--- config.mk ---
export PLATFORM = sky130hd
export DESIGN_NAME = clock_cascade_ctrl
export DESIGN_NICKNAME = d
export VERILOG_FILES = /design/src/rtl/clock_cascade_ctrl.sv
export SDC_FILE = /design/constraint.sdc
export NUM_CORES = 1
export LEC_CHECK = 0
export ABC_CLOCK_PERIOD_IN_PS = 1750
export BUFFER_PORTS_ARGS = -buffer_cell sky130_fd_sc_hd__buf_2
export CORE_MARGIN = 2
export CORE_UTILIZATION = 50
export CTS_BUF_LIST = sky130_fd_sc_hd__clkbuf_8
export DETAILED_ROUTE_END_ITERATION = 12
export PLACE_DENSITY_LB_ADDON = 0.08
export SLEW_MARGIN = 5
export SYNTH_ARGS = -nofsm -noshare
export SYNTH_HDL_FRONTEND = slang
export SYNTH_SLANG_ARGS = --single-unit
--- constraint.sdc ---
create_clock -name clk -period 1.75 [get_ports clk]
set_input_delay 0 -clock clk [delete_from_list [all_inputs] [get_ports clk]]
set_output_delay 0 -clock clk [all_outputs]
set_load 0.1 [all_outputs]
--- src/rtl/clock_cascade_ctrl.sv ---
// Time-of-day controller: seconds/minutes/hours cascade driven by a tick enable,
// with a set-mode FSM for adjusting hours and minutes from button pulses.
module clock_cascade_ctrl #(
   parameter int unsigned SEC_MAX = 59,
   parameter int unsigned MIN_MAX = 59,
   parameter int unsigned HR_MAX  = 23
) (
   input  logic       clk,
   input  logic       rstn,
   input  logic       tick,
   input  logic       btn_mode,
   input  logic       btn_inc,
   output logic [5:0] sec,
   output logic [5:0] min,
   output logic [4:0] hr,
   output logic [1:0] mode,
   output logic       day_wrap
);

   typedef enum logic [1:0] {
      RUN     = 2'd0,
      SET_HR  = 2'd1,
      SET_MIN = 2'd2,
      BAD     = 2'd3
   } state_e;

   localparam logic [5:0] SEC_TC = 6'(SEC_MAX);
   localparam logic [5:0] MIN_TC = 6'(MIN_MAX);
   localparam logic [4:0] HR_TC  = 5'(HR_MAX);

   state_e     state_q, state_d;
   logic [5:0] sec_q, sec_d;
   logic [5:0] min_q, min_d;
   logic [4:0] hr_q, hr_d;
   logic       wrap_q, wrap_d;

   logic sec_tc, min_tc, hr_tc;

   assign sec_tc = (sec_q == SEC_TC);
   assign min_tc = (min_q == MIN_TC);
   assign hr_tc  = (hr_q == HR_TC);

   always_ff @(posedge clk or negedge rstn) begin
      if (!rstn) begin
         state_q <= RUN;
         sec_q   <= '0;
         min_q   <= '0;
         hr_q    <= '0;
         wrap_q  <= 1'b0;
      end else begin
         state_q <= state_d;
         sec_q   <= sec_d;
         min_q   <= min_d;
         hr_q    <= hr_d;
         wrap_q  <= wrap_d;
      end
   end

   always_comb begin
      state_d = state_q;
      sec_d   = sec_q;
      min_d   = min_q;
      hr_d    = hr_q;
      wrap_d  = 1'b0;
      case (state_q)
         RUN: begin
            // tick and btn_mode may coincide: the count still lands on this edge
            if (tick) begin
               if (sec_tc) begin
                  sec_d = '0;
                  if (min_tc) begin
                     min_d = '0;
                     if (hr_tc) begin
                        hr_d   = '0;
                        wrap_d = 1'b1;
                     end else begin
                        hr_d = hr_q + 5'd1;
                     end
                  end else begin
                     min_d = min_q + 6'd1;
                  end
               end else begin
                  sec_d = sec_q + 6'd1;
               end
            end
            if (btn_mode) state_d = SET_HR;
         end
         SET_HR: begin
            if (btn_mode)     state_d = SET_MIN;
            else if (btn_inc) hr_d = hr_tc ? '0 : hr_q + 5'd1;
         end
         SET_MIN: begin
            if (btn_mode) begin
               state_d = RUN;
               sec_d   = '0;
            end else if (btn_inc) begin
               min_d = min_tc ? '0 : min_q + 6'd1;
            end
         end
         default: state_d = RUN;
      endcase
   end

   assign sec      = sec_q;
   assign min      = min_q;
   assign hr       = hr_q;
   assign mode     = state_q;
   assign day_wrap = wrap_q;

endmodule

# ---- Word-level counts from Yosys, hierarchy flattened
# Index checks and enable logic that the tools add are counted.
dict set report word_totals {
  inputBits 5
  output_inout_bits 20
  elab_cells 56
  regBits 20
}
dict set report op_classes {
  n_reduce_logical 7
  n_addsub 3
  mux 26
  eq_ne 15
}
# operator count
set op_table {}
lappend op_table {{$mux 6} 8}
lappend op_table {{$mux 5} 6}
lappend op_table {{$pmux 6 s2} 2}
lappend op_table {{$ne 2x2->1 const B} 10}
lappend op_table {{$add 6x1->6 const B} 2}
lappend op_table {{$eq 6x6->1 const B} 2}
lappend op_table {{$pmux 5 s2} 1}
lappend op_table {{$mux 2} 3}
lappend op_table {{$pmux 2 s3} 1}
lappend op_table {{$reduce_and 3->1} 2}
lappend op_table {{$reduce_and 6->1} 1}
lappend op_table {{$add 5x1->5 const B} 1}
lappend op_table {{$eq 5x5->1 const B} 1}
lappend op_table {{$mux 1} 5}
lappend op_table {{$reduce_and 5->1} 1}
lappend op_table {{$reduce_bool 2->1} 2}
lappend op_table {{$eq 2x1->1 const B} 1}
lappend op_table {{$eq 2x2->1 const B} 1}
lappend op_table {{$logic_not 2->1} 1}

# ---- Longest topological paths before layout
dict set report logic_depth {
  ltp_word 6
  mapped_depth 6
  mapped_depth_nobuf 5
}

# ---- Worst setup path before layout
# OpenSTA, ideal clock, no wires.
dict set report synth_path {
  path_kind {register to register}
  startpoint {register min_q[0], in the netlist min[0]}
  endpoint {register hr_q[3], in the netlist hr[3]}
  setup_time_ns 0.126
  n_path_buf 1
  slack_ns -0.885
  path_stages_with_launch 7
  required_time_ns 1.624
  arrival_ns 2.509
  synth_period_minus_slack_ns 2.635
  cell_sequence {dfrtp_1 ha_1 nand2b_1 or4_1 buf_2 a21oi_1 mux2_2}
}
dict set report synth_via {
  elab_chain_cells 3
}
# item line
set synth_rtl {}
lappend synth_rtl {{start: declaration} 33} ;# logic [5:0] min_q, min_d;
lappend synth_rtl {{start signal: assignment} 53} ;# min_q <= min_d;
lappend synth_rtl {{$eq 6x6->1} 40} ;# assign min_tc = (min_q == MIN_TC);
lappend synth_rtl {{$ne 2x2->1 (no source line)} n/a}
lappend synth_rtl {{$reduce_and 6->1 (no source line)} n/a}
lappend synth_rtl {{end signal: assignment} 54} ;# hr_q <= hr_d;
lappend synth_rtl {{end: declaration} 34} ;# logic [4:0] hr_q, hr_d;
# No other way between the ends.
# A chain may end at the register's enable or synchronous reset.

# ---- Worst setup path in the final report
dict set report layout_path {
  startpoint {register sec_q[1], in the netlist sec[1]}
  endpoint {register hr_q[4], in the netlist hr[4]}
}
dict set report layout_via {
  elab_chain_cells 3
}
# item line
set layout_rtl {}
lappend layout_rtl {{start: declaration} 32} ;# logic [5:0] sec_q, sec_d;
lappend layout_rtl {{start signal: assignment} 46} ;# sec_q <= '0;
lappend layout_rtl {{start signal: assignment} 52} ;# sec_q <= sec_d;
lappend layout_rtl {{$eq 6x6->1} 39} ;# assign sec_tc = (sec_q == SEC_TC);
lappend layout_rtl {{$ne 2x2->1 (no source line)} n/a}
lappend layout_rtl {{$reduce_and 6->1 (no source line)} n/a}
# No other way between the ends.

==> results by group <==
Worst setup path
  • Critical path class: flop to flop
  • CP required: 1.91 ns
  • Reg2Reg Setup Slack: -0.06 ns
  • Worst R2R Path Depth: 5
  • Worst-path fanout max: 5
  • Reg-to-reg critical path startpoint: sec[1]$_DFFE_PN0P_
  • Arrival @ worst endpoint: 1.97 ns
  • R2r endpoint: hr[4]$_DFFE_PN0P_
  • Setup crit start kind: flop
  • Crit end category: flop

Floorplanning
  • Die Width: about 50 µm
  • Row count: 17
  • DIE AREA: 2630 µm²
  • Die Y-Extent: between 50 and 60 µm
  • Effective utilization at floorplan: 51.6%
  • IO Count: 25
  • CORE AREA: about 2200 µm²

Synth
  • Synth area leaders: dfrtp_1, nand2_1, nand3_1
  • Synth Instances: around 120
  • Synth Area per Inst: around 9.6 µm²
  • Mapped Nets: 125
  • Yosys warning count: 0
  • Register bit count reported by yosys: 20
  • Share of the synthesized area in the top cell type: 44.7%
  • Register area share after synthesis: 44.7%
  • Synth area leader: dfrtp_1
  • Mapped Area: 1120 µm²
  • Netlist cell types: 39

Finish
  • Ratio of cells with drive above 1 in the final layout: 51.5%
  • Layout Nets: around 180
  • Multi-input logic area: 649 µm²
  • Area growth from synthesis to layout: 46.3%
  • Non-Filler Instances: 197
  • Layout fillers: roughly 170
  • Register area: 531 µm²
  • Ant diodes: 0

Place
  • Placed Instances: ~190
  • GPL Wtd Cong: 0.853
  • Port bufs: 24
  • HPWL Detailed: approximately 2 mm

Clock network
  • Clk buf depth: 2
  • Worst-path clk slew: 0.08 ns
  • TritonCTS clock tree: built
  • Clock root buffer: clkbuf_8
  • Clk_lat worst skew: 0.27 ns
  • H-tree depth reported by CTS: 1
  • Cts bufs inserted: 3
  • Clock sinks: 20

GRT
  • GRT overflow: 0
  • Pin count of the biggest net entering global routing: 21
  • Initial antenna violation count: 0
  • First-pass GRT wire length: between 4 and 5 mm
  • All-layer global routing usage: 24.1%
  • Number of global-route vias before repair: 1044

Run
  • MaxCap Viol Count: 0

Route
  • Starting DRT DRC Count: 18
  • Drt total wl: 2.79 mm
  • Vias: 1082
  • DRC Markers: 0
  • Post-route ant nets: 0
  • Pre-Repair DR Iteration Count: 5
  • DR vias/cell: 5.49
  • Post-DR wirelength/cell: 14.2 µm

Worst hold path
  • Hold Path Class: primary input to async pin

Timing
  • Relative slew margins: 67.4%
  • Fmax: ~550 MHz
  • Tmin final: between 1.5 and 2 ns
  • Ratio of final minimum period to clock period: 103%
  • Final Hold Viols: 0
  • Slew Viols, Final: 0
  • RSZ-0062 raised after global routing: yes
  • Final setup vio count: 4
  • Tightest Pin Transition: 0.492 ns
  • Setup slack after layout: -0.0596 ns
  • Clk_skew: 0.00410 ns

Outcome
  • Failing checks: negative setup slack
  • Status: finished, violations left
==> synth_stat cells, drive strengths merged <==
library cell / number
o31ai: 1
o21ai: 7
nor3: 2
a21o: 1
ha: 3
nor2b: 5
dfrtp: 20
a21boi: 1
mux2: 5
nand4bb: 1
nand2b: 2
xnor2: 1
o211a: 1
and4b: 1
or4: 1
a21oi: 6
and2: 2
buf: 3
nor2: 6
nand2: 13
a41oi: 1
nand3b: 2
clkbuf: 1
a32o: 1
a31oi: 3
o21bai: 2
or2: 2
a22oi: 1
nand3: 10
xor2: 1
inv: 4
nand4b: 1
nor4: 2
a22o: 2
o2bb2ai: 1
a41o: 1
==> sequential cells by signal (all words and copies together) (netlist names) <==
signal,flops
sec,6
hr,5
mode,2
min,6
day_wrap,1
==> cell type report <==
type,count,share of cell area (%)
clock buffers,3,2.52
flip-flops and latches,20,32.4
repair buffers,52,20.5
clock inverters,1,1.83
inverters,4,0.917
well taps,28,2.14
multi-input cells,89,39.7
==> worst max-delay path: stages, from the launching register on <==
cell and delay, ns:
dfrtp_4 0.43, ha_4 0.13, nand4b_1 0.12, or4_4 0.55
a21oi_2 0.16, mux2_4 0.31
==> repair_timing <==
action                     4_1_cts  5_1_grt
pin swaps                        0        2
gates resized for setup          7        2
hold endpoints to repair        21        0
setup buffers                    3        1
setup endpoints to repair        4        8
hold buffers                     2        0
==> placed cells by master (no fill, tap or decap), types with 2 or more instances in the layout <==
cell type / netlist / final
a21oi_1: 6 / 4
a21oi_2: 0 / 2
a22o_1: 2 / 2
a31oi_1: 3 / 3
and2_4: 1 / 2
buf_2: 3 / 24
buf_4: 0 / 26
clkbuf_8: 0 / 3
dfrtp_1: 20 / 6
dfrtp_2: 0 / 9
dfrtp_4: 0 / 5
dlygate4sd3_1: 0 / 2
ha_4: 0 / 2
inv_1: 4 / 4
mux2_2: 4 / 2
mux2_4: 1 / 3
nand2_1: 13 / 13
nand2b_1: 2 / 2
nand3_1: 9 / 9
nand3b_1: 2 / 2
nor2_1: 6 / 6
nor2b_1: 5 / 5
nor4_1: 2 / 2
o21ai_0: 7 / 6
o21bai_1: 2 / 2
or2_2: 2 / 2
==> per-layer routing <==
metal	GRT usage, %	part of all wire (%)	up-vias
met4	8.33	1.6	0
li1	-	-	527
met2	40.0	48	36
met1	31.5	44	510
met3	4.39	5.5	9
met5	0	0	-
==> how the worst max path moves through the flow <==
stage          cells past startpoint                 to  slack [ns]          startpoint
4_1_cts                            5  hr[3]$_DFFE_PN0P_       -0.04  sec[1]$_DFFE_PN0P_
3_3_place_gp                       5  hr[3]$_DFFE_PN0P_       -0.12  sec[1]$_DFFE_PN0P_
5_1_grt                            5  hr[4]$_DFFE_PN0P_       -0.13  sec[1]$_DFFE_PN0P_
6_report                           5  hr[4]$_DFFE_PN0P_       -0.06  sec[1]$_DFFE_PN0P_
3_5_place_dp                       5  hr[3]$_DFFE_PN0P_       -0.15  sec[1]$_DFFE_PN0P_
2_1_floorplan                      6  hr[3]$_DFFE_PN0P_       -0.38  sec[1]$_DFFE_PN0P_
==> stage by stage <==
stage | area (µm²) | worst slack [ns] | util (%) | setup TNS, ns | hold slack, ns
floorplan | 1180 | -0.377 | - | -2.14 | -0.296
global placement | 1480 | -0.118 | 68.2 | -0.315 | -0.0291
detailed placement | 1480 | -0.149 | 68.2 | -0.408 | -0.0196
CTS | 1620 | -0.0381 | 74.5 | -0.111 | 0.223
global route | 1640 | -0.126 | 75.4 | -0.500 | 0.259
finish | 1640 | -0.0596 | 75.4 | -0.184 | 0.210
==> logic make-up after synthesis <==
kind of cell             Yosys count  synth area share [%]
buffers and inverters              8                  3.02
AO/OA/AOI/OAI                     29                  17.5
AND/OR/NAND/NOR                   50                  24.5
multiplexers                       5                  5.37
flip-flops                        20                  44.7
XOR/XNOR                           2                  1.57
adder cells (fa/ha/maj)            3                  3.36
Power is not shown: default switching activity piles up to over one toggle a cycle in this logic, so the estimate is an artifact.
